### src/rtl/game_pkg.sv
// Shared keyboard constants and byte-FSM state type for the game input path.
// Arrow-key scan codes are only consumed when ARROW_KEYS_EN is defined.
package game_pkg;

  localparam logic [7:0] SC_A       = 8'h1C;
  localparam logic [7:0] SC_D       = 8'h23;
  localparam logic [7:0] SC_W       = 8'h1D;
  localparam logic [7:0] SC_SPACE   = 8'h29;
  localparam logic [7:0] SC_ENTER   = 8'h5A;
  localparam logic [7:0] SC_ESC     = 8'h76;
  localparam logic [7:0] SC_LEFT    = 8'h6B;
  localparam logic [7:0] SC_RIGHT   = 8'h74;
  localparam logic [7:0] SC_UP      = 8'h75;
  localparam logic [7:0] PREFIX_EXT = 8'hE0;
  localparam logic [7:0] PREFIX_BRK = 8'hF0;

  typedef enum logic [1:0] {
    KS_IDLE    = 2'd0,
    KS_EXT     = 2'd1,
    KS_BRK     = 2'd2,
    KS_EXT_BRK = 2'd3
  } kbd_state_t;

  function automatic logic is_prefix(input logic [7:0] b);
    return (b == PREFIX_EXT) || (b == PREFIX_BRK);
  endfunction

endpackage

### src/rtl/kbd_scan_fsm.sv
// PS/2 set-2 byte parser: folds E0/F0 prefixes into one code strobe per key
// event, and drops a stalled prefix after PREFIX_TIMEOUT_US with no byte.
module kbd_scan_fsm
  import game_pkg::*;
#(
  parameter int CLK_HZ            = 65_000_000,
  parameter int PREFIX_TIMEOUT_US = 2000
) (
  input  logic       clk,
  input  logic       rst_n,
  input  logic [7:0] rx_data,
  input  logic       rx_valid,
  output logic       code_valid,
  output logic [7:0] code,
  output logic       is_ext,
  output logic       is_break
);

  localparam int LIMIT = CLK_HZ / 1_000_000 * PREFIX_TIMEOUT_US;
  localparam int CNT_W = $clog2(LIMIT + 1);

  kbd_state_t       r_state, w_next;
  logic [CNT_W-1:0] r_cnt;

  always_ff @(posedge clk or negedge rst_n) begin
    if (!rst_n) begin
      r_state <= KS_IDLE;
      r_cnt   <= '0;
    end else begin
      r_state <= w_next;
      if (rx_valid)                  r_cnt <= '0;
      else if (r_cnt != CNT_W'(LIMIT)) r_cnt <= r_cnt + 1'b1;
    end
  end

  // Code strobe is combinational so the top can register its response in the
  // same cycle the final byte arrives.
  always_comb begin
    w_next     = r_state;
    code_valid = 1'b0;
    code       = rx_data;
    is_ext     = (r_state == KS_EXT) || (r_state == KS_EXT_BRK);
    is_break   = (r_state == KS_BRK) || (r_state == KS_EXT_BRK);
    if (rx_valid) begin
      case (r_state)
        KS_IDLE: begin
          if (rx_data == PREFIX_EXT)      w_next = KS_EXT;
          else if (rx_data == PREFIX_BRK) w_next = KS_BRK;
          else                            code_valid = 1'b1;
        end
        KS_EXT: begin
          if (rx_data == PREFIX_BRK) w_next = KS_EXT_BRK;
          else if (rx_data != PREFIX_EXT) begin
            w_next     = KS_IDLE;
            code_valid = 1'b1;
          end
        end
        KS_BRK: begin
          w_next     = KS_IDLE;
          code_valid = !is_prefix(rx_data);
        end
        KS_EXT_BRK: begin
          w_next     = KS_IDLE;
          code_valid = 1'b1;
        end
      endcase
    end else if (r_state != KS_IDLE && r_cnt == CNT_W'(LIMIT)) begin
      w_next = KS_IDLE;
    end
  end

endmodule

### src/rtl/char_input_decoder.sv
// Turns parsed key events into held step levels (with left/right last-pressed
// arbitration) and start/pause strobes. ARROW_KEYS_EN adds E0-arrow keys.
module char_input_decoder
  import game_pkg::*;
#(
  parameter int CLK_HZ            = 65_000_000,
  parameter int PREFIX_TIMEOUT_US = 2000
) (
  input  logic       clk,
  input  logic       rst_n,
  input  logic [7:0] rx_data,
  input  logic       rx_valid,
  input  logic [1:0] game_active,
  output logic       stepleft,
  output logic       stepright,
  output logic       stepjump,
  output logic       key_start,
  output logic       key_pause
);

  logic       w_code_valid, w_is_ext, w_is_break;
  logic [7:0] w_code;

  kbd_scan_fsm #(.CLK_HZ(CLK_HZ), .PREFIX_TIMEOUT_US(PREFIX_TIMEOUT_US)) u_fsm (
    .clk(clk), .rst_n(rst_n), .rx_data(rx_data), .rx_valid(rx_valid),
    .code_valid(w_code_valid), .code(w_code), .is_ext(w_is_ext), .is_break(w_is_break)
  );

  logic r_a, r_d, r_w, r_sp, r_last_r;
  logic w_a, w_d, w_w, w_sp, w_last_r;
  logic w_mk, w_held_l, w_held_r, w_held_j;
  logic r_stepleft, r_stepright, r_stepjump, r_key_start, r_key_pause;
`ifdef ARROW_KEYS_EN
  logic r_al, r_ar, r_aj, w_al, w_ar, w_aj;
`endif

  assign w_mk = !w_is_break;

  always_comb begin
    w_a      = r_a;
    w_d      = r_d;
    w_w      = r_w;
    w_sp     = r_sp;
    w_last_r = r_last_r;
    if (w_code_valid && !w_is_ext) begin
      case (w_code)
        SC_A:     begin w_a = w_mk; if (w_mk) w_last_r = 1'b0; end
        SC_D:     begin w_d = w_mk; if (w_mk) w_last_r = 1'b1; end
        SC_W:     w_w  = w_mk;
        SC_SPACE: w_sp = w_mk;
        default:  ;
      endcase
    end
`ifdef ARROW_KEYS_EN
    w_al = r_al;
    w_ar = r_ar;
    w_aj = r_aj;
    if (w_code_valid && w_is_ext) begin
      case (w_code)
        SC_LEFT:  begin w_al = w_mk; if (w_mk) w_last_r = 1'b0; end
        SC_RIGHT: begin w_ar = w_mk; if (w_mk) w_last_r = 1'b1; end
        SC_UP:    w_aj = w_mk;
        default:  ;
      endcase
    end
    w_held_l = w_a | w_al;
    w_held_r = w_d | w_ar;
    w_held_j = w_w | w_sp | w_aj;
`else
    w_held_l = w_a;
    w_held_r = w_d;
    w_held_j = w_w | w_sp;
`endif
  end

  // Outputs are registered from next-state flags so a key event shows up one
  // cycle after its final byte, not two.
  always_ff @(posedge clk or negedge rst_n) begin
    if (!rst_n) begin
      r_a         <= 1'b0;
      r_d         <= 1'b0;
      r_w         <= 1'b0;
      r_sp        <= 1'b0;
      r_last_r    <= 1'b0;
      r_stepleft  <= 1'b0;
      r_stepright <= 1'b0;
      r_stepjump  <= 1'b0;
      r_key_start <= 1'b0;
      r_key_pause <= 1'b0;
    end else begin
      r_a         <= w_a;
      r_d         <= w_d;
      r_w         <= w_w;
      r_sp        <= w_sp;
      r_last_r    <= w_last_r;
      r_stepleft  <= (game_active == 2'd1) && w_held_l && (!w_held_r || !w_last_r);
      r_stepright <= (game_active == 2'd1) && w_held_r && (!w_held_l ||  w_last_r);
      r_stepjump  <= (game_active == 2'd1) && w_held_j;
      r_key_start <= w_code_valid && !w_is_ext && w_mk && (w_code == SC_ENTER);
      r_key_pause <= w_code_valid && !w_is_ext && w_mk && (w_code == SC_ESC);
    end
  end

`ifdef ARROW_KEYS_EN
  always_ff @(posedge clk or negedge rst_n) begin
    if (!rst_n) begin
      r_al <= 1'b0;
      r_ar <= 1'b0;
      r_aj <= 1'b0;
    end else begin
      r_al <= w_al;
      r_ar <= w_ar;
      r_aj <= w_aj;
    end
  end
`endif

  assign stepleft  = r_stepleft;
  assign stepright = r_stepright;
  assign stepjump  = r_stepjump;
  assign key_start = r_key_start;
  assign key_pause = r_key_pause;

endmodule

### config.mk
export PLATFORM = sky130hd
export DESIGN_NAME = char_input_decoder
export DESIGN_NICKNAME = d
export VERILOG_FILES = /design/src/rtl/game_pkg.sv /design/src/rtl/kbd_scan_fsm.sv /design/src/rtl/char_input_decoder.sv
export SDC_FILE = /design/constraint.sdc
export NUM_CORES = 1
export LEC_CHECK = 0
export BUFFER_PORTS_ARGS = -buffer_cell sky130_fd_sc_hd__buf_2
export CAP_MARGIN = 30
export CORE_MARGIN = 5
export CORE_UTILIZATION = 25
export CTS_CLUSTER_DIAMETER = 40
export DETAILED_ROUTE_END_ITERATION = 6
export GPL_TIMING_DRIVEN = 1
export HOLD_SLACK_MARGIN = 0.15
export PLACE_DENSITY = 0.46
export SETUP_SLACK_MARGIN = 0.3
export SLEW_MARGIN = 5
export SYNTH_ARGS = -nofsm -noshare
export SYNTH_HDL_FRONTEND = slang
export SYNTH_SLANG_ARGS = --single-unit
### constraint.sdc
create_clock -name clk -period 4.31 [get_ports clk]
set_input_delay 0.431 -clock clk [delete_from_list [all_inputs] [get_ports clk]]
set_output_delay 0.431 -clock clk [all_outputs]
set_load 0.01 [all_outputs]
# == After elaboration in Yosys (flattened, before gate mapping) ==
# Cells that the tools add are included.
# op_classes
bitwise_logic,1
n_eq_ne,17
add_sub_neg,1
muxes,27
reduce_logical,27
# ops
op,n
2-to-1 mux 17 bit,2
adder 17 x 1 -> 17 bit (second input constant),1
equality test 17 bit (second input constant),1
!= test 17 bit (second input constant),1
equality test 8 x 5 -> 1 bit (second input constant),2
equality test 8 x 6 -> 1 bit (second input constant),2
equality test 8 x 7 -> 1 bit (second input constant),2
equality test 8 bit (second input constant),2
2-to-1 mux 1 bit,16
2-to-1 mux 2 bit,6
logical AND 1 bit,10
!= test 8 bit (second input constant),1
logical NOT 1 bit,6
one-hot mux 2 bit (3 select lines),1
nonzero test 2 bit,3
logical OR 1 bit,5
equality test 2 x 1 -> 1 bit (second input constant),2
equality test 2 bit (second input constant),2
!= test 4 x 2 -> 1 bit (second input constant),1
!= test 4 bit (second input constant),1
one-hot mux 1 bit (4 select lines),1
AND reduction 3 bit,1
logical NOT 2 bit,1
one-hot mux 1 bit (2 select lines),1
other kinds (2),2
# totals
reg_bits,29
out_inout_bits,5

# == Logic depth before layout (Yosys ltp) ==
# Gate-level depths: netlist of run 1.
# depth
word_depth,10
depth_mapped,7
mapped_depth_nobuf,6

# == Cells and area by module ==
# From an unflattened synthesis of run 1, not the netlist that was laid out.
# hier_totals
cells_unflattened,172
hier_area_um2,1725.4
# by_module_without_submodules
module,instances,seq_area_each_um2,cells_each,area_per_inst_um2
kbd_scan_fsm,1,475.5,125,1204.9
char_input_decoder,1,250.2,47,520.5

# == Least setup slack after synthesis of run 1 ==
# No wires, ideal clock.
# synth_timing
kind,input -> register
startpoint,input rx_data[7]
endpoint,"register r_stepjump, in the netlist stepjump"
required_time_ns,4.191
stages,4
n_path_buf,0
t_arrival_ns,1.527
setup_slack_ns,2.664
setup_time_ns,0.119
path_cell_list,nor4b_4 > and4_2 > mux2_2 > o21a_1
# synth_between
elab_chain_cells,9
word_cells_on_any_way,20
classes_between,eq/ne: 5; mux: 10; bitwise: 1; reduce/logical: 4
# synth_lines
item,line,source
"start, declared",char_input_decoder.sv:11,"input logic [7:0] rx_data,"
"!= test 8 bit, or another cell as far along",kbd_scan_fsm.sv:53,else if (rx_data != PREFIX_EXT) begin
"2-to-1 mux 1 bit, or another cell as far along",kbd_scan_fsm.sv:53,
"2-to-1 mux 1 bit, or another cell as far along",kbd_scan_fsm.sv:52,if (rx_data == PREFIX_BRK) w_next = KS_EXT_BRK;
one-hot mux 1 bit (4 select lines),kbd_scan_fsm.sv:45,case (r_state)
2-to-1 mux 1 bit,kbd_scan_fsm.sv:44,if (rx_valid) begin
logical AND 1 bit,char_input_decoder.sv:45,if (w_code_valid && !w_is_ext) begin
2-to-1 mux 1 bit (*),char_input_decoder.sv:45,
named net w_sp,char_input_decoder.sv:30,"logic w_a, w_d, w_w, w_sp, w_last_r;"
OR 1 bit (*),char_input_decoder.sv:72,w_held_j = w_w | w_sp;
logical AND 1 bit (*),char_input_decoder.sv:98,r_stepjump <= (game_active == 2'd1) && w_held_j;
"end signal, assigned",char_input_decoder.sv:98,
"end, declared",char_input_decoder.sv:32,"logic r_stepleft, r_stepright, r_stepjump, r_key_start, r_key_pause;"
# The timed path passes the listed nets; every way through them passes the cells marked *.
# A chain may end at the register's enable or synchronous reset.

# == Worst setup path after layout of run 1 ==
# layout_timing
startpoint,input rx_valid
endpoint,"register r_stepjump, in the netlist stepjump"
# layout_between
elab_chain_cells,5
word_cells_on_any_way,6
classes_between,mux: 3; bitwise: 1; reduce/logical: 2
# layout_lines
item,line,source
"start, declared",char_input_decoder.sv:12,"input logic rx_valid,"
2-to-1 mux 1 bit,kbd_scan_fsm.sv:44,
logical AND 1 bit,char_input_decoder.sv:45,
2-to-1 mux 1 bit,char_input_decoder.sv:45,
named net w_sp,char_input_decoder.sv:30,
OR 1 bit,char_input_decoder.sv:72,
logical AND 1 bit,char_input_decoder.sv:98,
# The timed path passes the listed nets, and every way through them passes these cells.

==> results_dict.tcl, run 1 <==
set metrics [dict create \
    status "completed" \
    tightest_slew_ns 0.649 \
    final_common_cell "dfrtp_1" \
    drc 0 \
    final_cell_mix "dfrtp_1, nor2_1, buf_2, nand4_1" \
    post_cts_resized 0 \
    wl_mm 3.00 \
    io_pins 18 \
    hold_viol 0 \
    cts_hold_buf 0 \
    cts-buffers-inserted 5 \
    coreArea_um2 5850 \
    critPathMaxFanout 21 \
    place_inst 231 \
    cts_tree "built" \
    grt_pass1_wl_mm 5.06 \
    rsz0062_at_grt "no" \
    synth_nets 158 \
    cp.required_ns 4.48 \
    clkTransAtPathRegs_ns 0.06 \
    fin_setup_tns_ns 0 \
    root_buffer "clkbuf_8" \
    die_w_um 86.9 \
    peakVddDrop_mv 0.137 \
    grt_max_degree 30 \
    syn2layout_area_growth_pct 18.4 \
    synth.distinct_cells 40 \
    synth_edf_count 0 \
    cts_setup_buffers 0 \
    startpoint_type "input pin" \
    skew_ns 0.00394 \
    finalMaxSlewViolations 0 \
    cp_cell_sequence "buf_2 -> nor4b_4 -> and4_2 -> mux2_2 -> o21a_1" \
    fin_crit_sh_pct 40.9 \
    finish.net_count 178 \
    syn_inst 143 \
    cts_max_level 2 \
    ys.flop_type "dfrtp_1" \
    track_usage_pct 8.73 \
    r2r_slack_ns 2.64 \
    drtIter0Drc 56 \
    min_period_ns 1.76 \
    die_area_um2 7550 \
    drtPass1Iterations 4 \
    maxCapViolations 0 \
    syn_area_per_cell_um2 10.3 \
    synth_xor_area_share_pct 6.52 \
    start_util_pct 25.3 \
    port_buffers 17 \
    overflow 0 \
    setup_viol 0 \
    ys_ff_latch 29 \
    wire_per_inst_um 12.5 \
    post-dp-hpwl_mm 2.22 \
    power_uw 612 \
    synthAdderAreaFrac_pct 1.69 \
    met3_usage_pct 2.18 \
    cpPeakStageDelay_ns 0.38 \
    synth_top_family_by_area "simple AND/OR/NAND/NOR gates" \
    num_rows 28 \
    gr-max-usage-layer "met2" \
    fin_cells 239 \
    yosysWarnings 0 \
    path_delay_family "simple AND/OR/NAND/NOR gates" \
    ant_nets 0 \
    cellPowerDensity_nw_per_um2 350 \
    end_kind "register" \
    finalWeightedCongestion 0.780 \
    slowest_stage "nor4b_4" \
    vias 1102 \
    viasPerCell 4.61 \
    use_met1_pct 11.3 \
    synthSimpleGateAreaFrac_pct 28.7 \
    cp_num_buf_inv 1 \
    drive_gt1_share_pct 19.5 \
    r2r_cells 4 \
    synthMuxAreaShare_pct 2.46 \
    max_freq_ghz 0.567 \
    async_flop_share_pct 100 \
    antenna_found_initial 0 \
    clk_latency_ns 0.27 \
    syn_area_um2 1480 \
    path_class "in -> reg" \
    clock_sinks 29 \
    synth_compound_area_share_pct 7.62 \
    cts.path.max_buffers 2 \
    arrival_ns 1.93 \
    die_h_um 86.9 \
    hp-class "in -> async" \
    grt_pass1_vias 1080 \
    diodes 0 \
    yosysSeqAreaShare_pct 49.1 \
    p_leak_uw 0.000798 \
    met2_usage_pct 12.9 \
    crit_cells 5 \
    max_slew_margin_pct 56.7 \
]
## where the power goes
part / total [uW] / switching, uW / internal (uW)
Clock: 286 / 97.6 / 188
Sequential: 283 / 3.96 / 279
Combinational: 43.0 / 25.9 / 17.2
Total: 612 / 127 / 485
## registers in the layout, summed over array words and instances (netlist names)
signal	count
u_fsm.r_cnt	17
u_fsm.r_state	2
key_pause	1
key_start	1
r_a	1
r_d	1
r_last_r	1
r_sp	1
r_w	1
stepjump	1
stepleft	1
stepright	1
## final cells by class
cell class / count / area, um2
multi-input combinational: 101 / 694
tap: 75 / 93.8
fill: 592 / 4100
sequential: 29 / 726
timing repair buffer: 17 / 85.1
clock buffer: 7 / 86.3
inverter: 9 / 33.8
clock inverter: 1 / 30.0
## final timing paths
| path | start | end |
|---|---|---|
| max | rx_valid | stepjump$_DFF_PN0_ |
| max in group asynchronous | rst_n | u_fsm.r_cnt[10]$_DFFE_PN0P_ |
| min | rst_n | u_fsm.r_cnt[1]$_DFFE_PN0P_ |
| min in group clk | rx_data[5] | key_start$_DFF_PN0_ |
| min reg2reg | r_w$_DFF_PN0_ | r_w$_DFF_PN0_ |
| max reg2reg | u_fsm.r_state[0]$_DFFE_PN0P_ | stepjump$_DFF_PN0_ |
## per-layer routing
layer	wire length [um]	vias to the layer above
met1	1400	524
met2	1400	20
met4	97	0
met5	0	-
li1	-	549
met3	106	9
## worst reg2reg max path, cell delays in order, from the launching register on
cell	delay [ns]
dfrtp_1	0.43
nor4b_4	0.34
and4_2	0.29
mux2_2	0.34
o21a_1	0.17
## stage by stage
step	hold WS, ns	utilization, %	area [um2]	worst slack (ns)
after floorplan	0.135	-	1480	2.66
after global placement	0.472	27.9	1630	2.28
after detailed placement	0.483	27.9	1630	2.22
after CTS	0.204	29.9	1750	2.52
after global routing	0.240	29.9	1750	2.44
final	0.182	29.9	1750	2.55
## cells in the mapped netlist, types with 2 or more instances
library cell / instances / area [um2]
a21oi_1: 5 / 25.0
and2_1: 2 / 12.5
and4_1: 2 / 17.5
and4b_1: 3 / 30.0
clkbuf_1: 2 / 7.51
dfrtp_1: 29 / 726
ha_1: 2 / 25.0
inv_1: 9 / 33.8
nand2_1: 9 / 33.8
nand3_1: 4 / 20.0
nand4_1: 11 / 68.8
nor2_1: 18 / 67.6
nor2b_1: 2 / 12.5
nor4b_1: 2 / 17.5
o21a_1: 2 / 15.0
o21ai_0: 5 / 25.0
or3_1: 4 / 25.0
xnor2_1: 2 / 17.5
xor2_1: 9 / 78.8
## kinds of logic after synthesis
group / after synthesis
and+or+nand+nor: 68
buffers and inverters: 13
muxes: 3
AOI/OAI and AO/OA: 17
DFF: 29
xor gates and xnor gates: 11
adders and majority gates: 2
(Power assumes the default switching activity.)
==> run 2: changes to the inputs <==
ABC_AREA = 1   (was default)
PLACE_DENSITY = 0.47   (was 0.46)
clock period = 1.57 ns   (was 4.31 ns; I/O delays follow)
==> run 2 against run 1 <==
Synthesized area rose by 19%. Via count rose by 41%. Highest routed layer unchanged. Clock-buffer cell count did not move. Routed wire length rose by 28%. Critical path depth rose by 2. Utilization rose by 4.0 points. Combinational power rose to 5.6 times the previous value. Critical path type is now reg -> reg. Critical endpoint is now u_fsm.r_cnt[12]$_DFFE_PN0P_.
==> results_dict.tcl, run 2 <==
set metrics [dict create \
    fin_crit_sh_pct 89.8 \
    root_buffer "clkbuf_8" \
    status "completed" \
    overflow 0 \
    io_pins 18 \
    arrival_ns 1.58 \
    port_buffers 17 \
    finish.net_count 293 \
    drive_gt1_share_pct 32.6 \
    synth_edf_count 0 \
    async_flop_share_pct 100 \
    synth_nets 256 \
    end_kind "register" \
    max_slew_margin_pct 55.2 \
    wire_per_inst_um 10.2 \
    die_w_um 93.8 \
    final_cell_mix "nand2_1, inv_1, nor2_1, dfrtp_1, buf_2" \
    finish.utilization_pct 33.9 \
    grt_max_degree 30 \
    synth_top_cell_by_area "dfrtp_1" \
    cp.required_ns 1.74 \
    synth_most_common_cell "nand2_1" \
    drc 0 \
    hp-class "in -> reg" \
    cts-buffers-inserted 5 \
    hold_viol 0 \
    final_common_cell "nand2_1" \
    synth.top_cells.by_count "nand2_1, inv_1, nor2_1" \
    max_freq_ghz 0.709 \
    die_area_um2 8790 \
    syn_area_um2 1750 \
    yosysWarnings 0 \
    peakVddDrop_mv 0.318 \
    viasPerCell 4.15 \
    p_leak_uw 0.00112 \
    skew_ns 0.00501 \
    maxCapViolations 0 \
    slowest_stage "dfrtp_2" \
    finalWeightedCongestion 0.735 \
    clk_latency_ns 0.28 \
    cellPowerDensity_nw_per_um2 809 \
    ys_ff_latch 29 \
    clkTransAtPathRegs_ns 0.07 \
    num_rows 30 \
    path_class "reg -> reg" \
    syn2layout_area_growth_pct 31.2 \
    rsz0062_at_grt "yes" \
    cts_tree "built" \
    cpPeakStageDelay_ns 0.43 \
    ant_nets 0 \
    finalMaxSlewViolations 0 \
    start_util_pct 25.8 \
    ys.flop_type "dfrtp_1" \
    die_h_um 93.8 \
    drtIter0Drc 21 \
    grt_pass1_vias 1588 \
    tightest_slew_ns 0.672 \
    fin_setup_tns_ns 0 \
    coreArea_um2 6790 \
    vias 1558 \
    grt_pass1_wl_mm 6.80 \
    setup_viol 0 \
    diodes 0 \
    synth.distinct_cells 31 \
    syn_inst 241 \
    antenna_found_initial 0 \
    clock_sinks 29 \
    syn_area_per_cell_um2 7.28 \
    cp_num_buf_inv 0 \
    cts_max_level 2 \
    startpoint_type "register" \
    drtPass1Iterations 4 \
    top_register "u_fsm.r_cnt" \
    yosysSeqAreaShare_pct 41.4 \
    synth_top_cell_area_share_pct 41.4 \
    post-dp-hpwl_mm 2.78 \
    ys_top_cells_by_area "dfrtp_1, nand2_1, inv_1" \
    critPathMaxFanout 5 \
    min_period_ns 1.41 \
    cp_cell_sequence "ha_4 -> nand3_4 -> nor2_4 -> nand2_4 -> or2_1 -> o21ai_1 -> a21oi_1" \
    track_usage_pct 9.50 \
    cts.path.max_buffers 2 \
    largest_register_ff_count 17 \
    path_delay_family "simple AND/OR/NAND/NOR gates" \
    wl_mm 3.84 \
    reg.largest.list "u_fsm.r_cnt (17), u_fsm.r_state (2)" \
]
## run 2: changes by cell type after synthesis, sizes merged, moves of 5 or more
cell / delta
inv: +32
o21ai: +5
nor2: +23
nand2: +62
nand4: -9
nand3: +11
xor2: -7
a21oi: +6
## run 2: cell families (layout without fill, tap and decap cells)
logic type / after synthesis / count (layout) / share of synthesized area (%)
xor+xnor: 4 / 4 / 2.00
simple gates: 137 / 137 / 36.9
fa+ha+maj: 2 / 2 / 1.43
flops: 29 / 29 / 41.4
compound gates: 26 / 26 / 8.92
buf+inv: 43 / 81 / 9.34
## run 2: final timing paths
kind                                            start  slack (ns)  cells after the start                      endpoint
setup / recovery           u_fsm.r_cnt[0]$_DFFE_PN0P_        0.16                      7   u_fsm.r_cnt[12]$_DFFE_PN0P_
hold / removal                               rx_valid        0.16                      2    u_fsm.r_cnt[1]$_DFFE_PN0P_
setup reg to reg           u_fsm.r_cnt[0]$_DFFE_PN0P_        0.16                      7   u_fsm.r_cnt[12]$_DFFE_PN0P_
hold reg to reg                    r_last_r$_DFF_PN0_        0.51                      2            r_last_r$_DFF_PN0_
max in group asynchronous                       rst_n        0.64                      2  u_fsm.r_state[1]$_DFFE_PN0P_
min in group asynchronous                       rst_n        0.45                      2    u_fsm.r_cnt[6]$_DFFE_PN0P_
## run 2: cell type report
cell class | count | area, um2
sequential | 29 | 732
fill | 723 | 4490
timing repair buffer | 32 | 211
multi-input combinational | 169 | 966
clock buffer | 7 | 86.3
clock inverter | 1 | 30.0
inverter | 41 | 156
tap | 96 | 120
## run 2: power breakdown
part	switching, uW	internal (uW)
registers	24.6	779
clock network	300	517
logic	148	94.1
## run 2: layer usage
layer  vias up  track usage (%)  part of all wire [%]
li1        822                -                     -
met1       706             11.7                    47
met2        25             16.2                    48
met3         5             2.40                   3.2
met4         0             2.89                   1.3
met5         -                0                     0
## run 2: per-stage QoR
stage / hold slack, ns / cell area, um2 / power (uW) / worst slack, ns / instances
2_1_floorplan: -0.139 / 1770 / 950 / 0.219 / 241
3_3_place_gp: 0.246 / 1980 / 1020 / 0.155 / 354
3_5_place_dp: 0.243 / 1980 / 1030 / 0.102 / 354
4_1_cts: 0.156 / 2200 / 1870 / 0.148 / 372
5_1_grt: 0.166 / 2300 / 1960 / 0.0740 / 375
6_report: 0.157 / 2300 / 1860 / 0.160 / 375
## run 2: timing repair
item                       CTS  global route
resized for setup            7            26
pin swaps                    6            11
hold endpoints to repair    32             0
hold buffers                 4             0
setup endpoints to repair   12            20
buffers inserted             6             3
==> run 3: changes to the inputs <==
--- a/config.mk
+++ b/config.mk
@@ -13,2 +13,3 @@
 export CTS_CLUSTER_DIAMETER = 40
+export CTS_CLUSTER_SIZE = 40
 export DETAILED_ROUTE_END_ITERATION = 6
@@ -17,2 +18,3 @@
 export PLACE_DENSITY = 0.47
+export REMOVE_ABC_BUFFERS = 1
 export SETUP_SLACK_MARGIN = 0.3
==> constraint.sdc (replaced) <==
create_clock -name clk -period 1.57 [get_ports clk]
set_input_delay 0.2355 -clock clk [delete_from_list [all_inputs] [get_ports clk]]
set_output_delay 0.2355 -clock clk [all_outputs]
set_load 0.01 [all_outputs]
==> run 3 against run 2 <==
Non-clock buffer count rose by 3. Sequential power down 0.6%. Critical path type unchanged. Critical endpoint unchanged. Global-route usage fell by 0.085 points. Largest power group unchanged. Largest cell class unchanged. Sequential cell count stayed put. Clock skew is essentially flat. Design area grew 1.3%. Utilization grew 0.44 points. Worst hold slack gained 0.074 ns.
==> results_dict.tcl, run 3 (synthesis gave the netlist of run 2 again) <==
set metrics [dict create \
    status "completed" \
    ant_nets 0 \
    peakVddDrop_mv 0.385 \
    port_buffers 17 \
    placed_area_um2 1970 \
    finalWeightedCongestion 0.755 \
    setup_viol 0 \
    cts-buffers-inserted 5 \
    wl_mm 3.92 \
    track_usage_pct 9.41 \
    fin_area_um2 2330 \
    p_leak_uw 0.00118 \
    cts.path.max_buffers 2 \
    clkTransAtPathRegs_ns 0.07 \
    fin_setup_tns_ns 0 \
    path_class "reg -> reg" \
    finish.utilization_pct 34.3 \
    clk_latency_ns 0.28 \
    clock_sinks 29 \
    syn2layout_area_growth_pct 33.0 \
    cellPowerDensity_nw_per_um2 806 \
    cp.required_ns 1.75 \
    min_path_cells 3 \
    vias 1545 \
    hold_viol 0 \
    maxCapViolations 0 \
    arrival_ns 1.61 \
    start_util_pct 25.8 \
    r2r_cells 7 \
    root_buffer "clkbuf_8" \
    die_area_um2 8790 \
    drtPass1Iterations 3 \
    die_h_um 93.8 \
    viasPerCell 4.09 \
    startpoint_type "register" \
    grt_max_degree 30 \
    io_pins 18 \
    coreArea_um2 6790 \
    grt_pass1_wl_mm 6.63 \
    reg.largest.list "u_fsm.r_cnt (17), u_fsm.r_state (2)" \
    finish.net_count 296 \
    drc 0 \
    skew_ns 0.00456 \
    max_freq_ghz 0.696 \
    tightest_slew_ns 0.686 \
    max_slew_margin_pct 54.3 \
    min_period_ns 1.44 \
    place_inst 354 \
    cts_tree "built" \
    die_w_um 93.8 \
    end_kind "register" \
    fin_crit_sh_pct 91.5 \
    diodes 0 \
    drtIter0Drc 30 \
    grt_pass1_vias 1525 \
    drive_gt1_share_pct 35.5 \
    fin_cells 378 \
    largest_register_ff_count 17 \
    hp-class "in -> reg" \
    antenna_found_initial 0 \
    post-dp-hpwl_mm 2.73 \
    overflow 0 \
    final_common_cell "nand2_1" \
    critPathMaxFanout 4 \
    rsz0062_at_grt "yes" \
    num-fill-cells 721 \
    num_rows 30 \
    cts_max_level 2 \
    final_cell_mix "nand2_1, inv_1, nor2_1, dfrtp_1, buf_2" \
    top_register "u_fsm.r_cnt" \
    finalMaxSlewViolations 0 \
    wire_per_inst_um 10.4 \
]
[run 3: changes by cell type in the layout (fill, tap and decap cells not counted), sizes merged]
cell / delta
buf: +6
dlygate4sd3: -3
[run 3: power by group]
group	leakage [uW]	switching [uW]	total (uW)	internal, uW
Clock	0.0000585	309	826	517
Sequential	0.000398	21.3	799	778
Combinational	0.000721	154	255	101
[run 3: worst paths after layout]
| path | slack (ns) | startpoint | end |
|---|---|---|---|
| min in group asynchronous | 0.53 | rst_n | u_fsm.r_cnt[5]$_DFFE_PN0P_ |
| worst max-delay path | 0.13 | u_fsm.r_cnt[0]$_DFFE_PN0P_ | u_fsm.r_cnt[12]$_DFFE_PN0P_ |
| worst min-delay path | 0.23 | rx_data[2] | key_pause$_DFF_PN0_ |
| worst min register to register | 0.51 | r_w$_DFF_PN0_ | r_w$_DFF_PN0_ |
| max in group asynchronous | 0.57 | rst_n | u_fsm.r_state[1]$_DFFE_PN0P_ |
| worst max register to register | 0.13 | u_fsm.r_cnt[0]$_DFFE_PN0P_ | u_fsm.r_cnt[12]$_DFFE_PN0P_ |
[run 3: metal layers]
metal	GRT usage (%)	part of all wire (%)	vias to the layer above
li1	-	-	825
met1	12.1	48	696
met2	15.1	47	21
met3	2.88	4.0	3
met4	2.89	0.72	0
met5	0	0	-
[run 3: layout make-up]
| type | instances | area [um2] | area share, % |
|---|---|---|---|
| sequential | 29 | 728 | 31.2 |
| tap | 96 | 120 | 5.15 |
| clock inverter | 1 | 30.0 | 1.29 |
| clock buffer | 7 | 86.3 | 3.70 |
| inverter | 41 | 159 | 6.81 |
| timing repair buffer | 35 | 230 | 9.87 |
| multi-input combinational | 169 | 978 | 42.0 |
[run 3: critical path, cell delays in order, from the launching register on]
cell	delay [ns]
dfrtp_1	0.40
ha_2	0.21
nand3_2	0.10
nor2_4	0.14
nand2_4	0.08
or2_1	0.23
o21ai_1	0.12
a21oi_1	0.05
[run 3: metrics by stage]
stage | setup WS (ns) | power [uW] | hold WS (ns)
after floorplan | 0.177 | 945 | -0.0601
after global placement | 0.105 | 1020 | 0.318
after detailed placement | 0.0539 | 1030 | 0.329
after CTS | 0.146 | 1870 | 0.216
after global routing | 0.0368 | 1970 | 0.254
final | 0.134 | 1880 | 0.231
[run 3: repair_timing]
| item | 4_1_cts | 5_1_grt |
|---|---|---|
| hold buffers | 1 | 0 |
| buffers inserted | 7 | 8 |
| pin swaps | 6 | 24 |
| resized for setup | 11 | 35 |
| endpoints found under the hold margin | 29 | 0 |
| setup endpoints to repair | 13 | 20 |
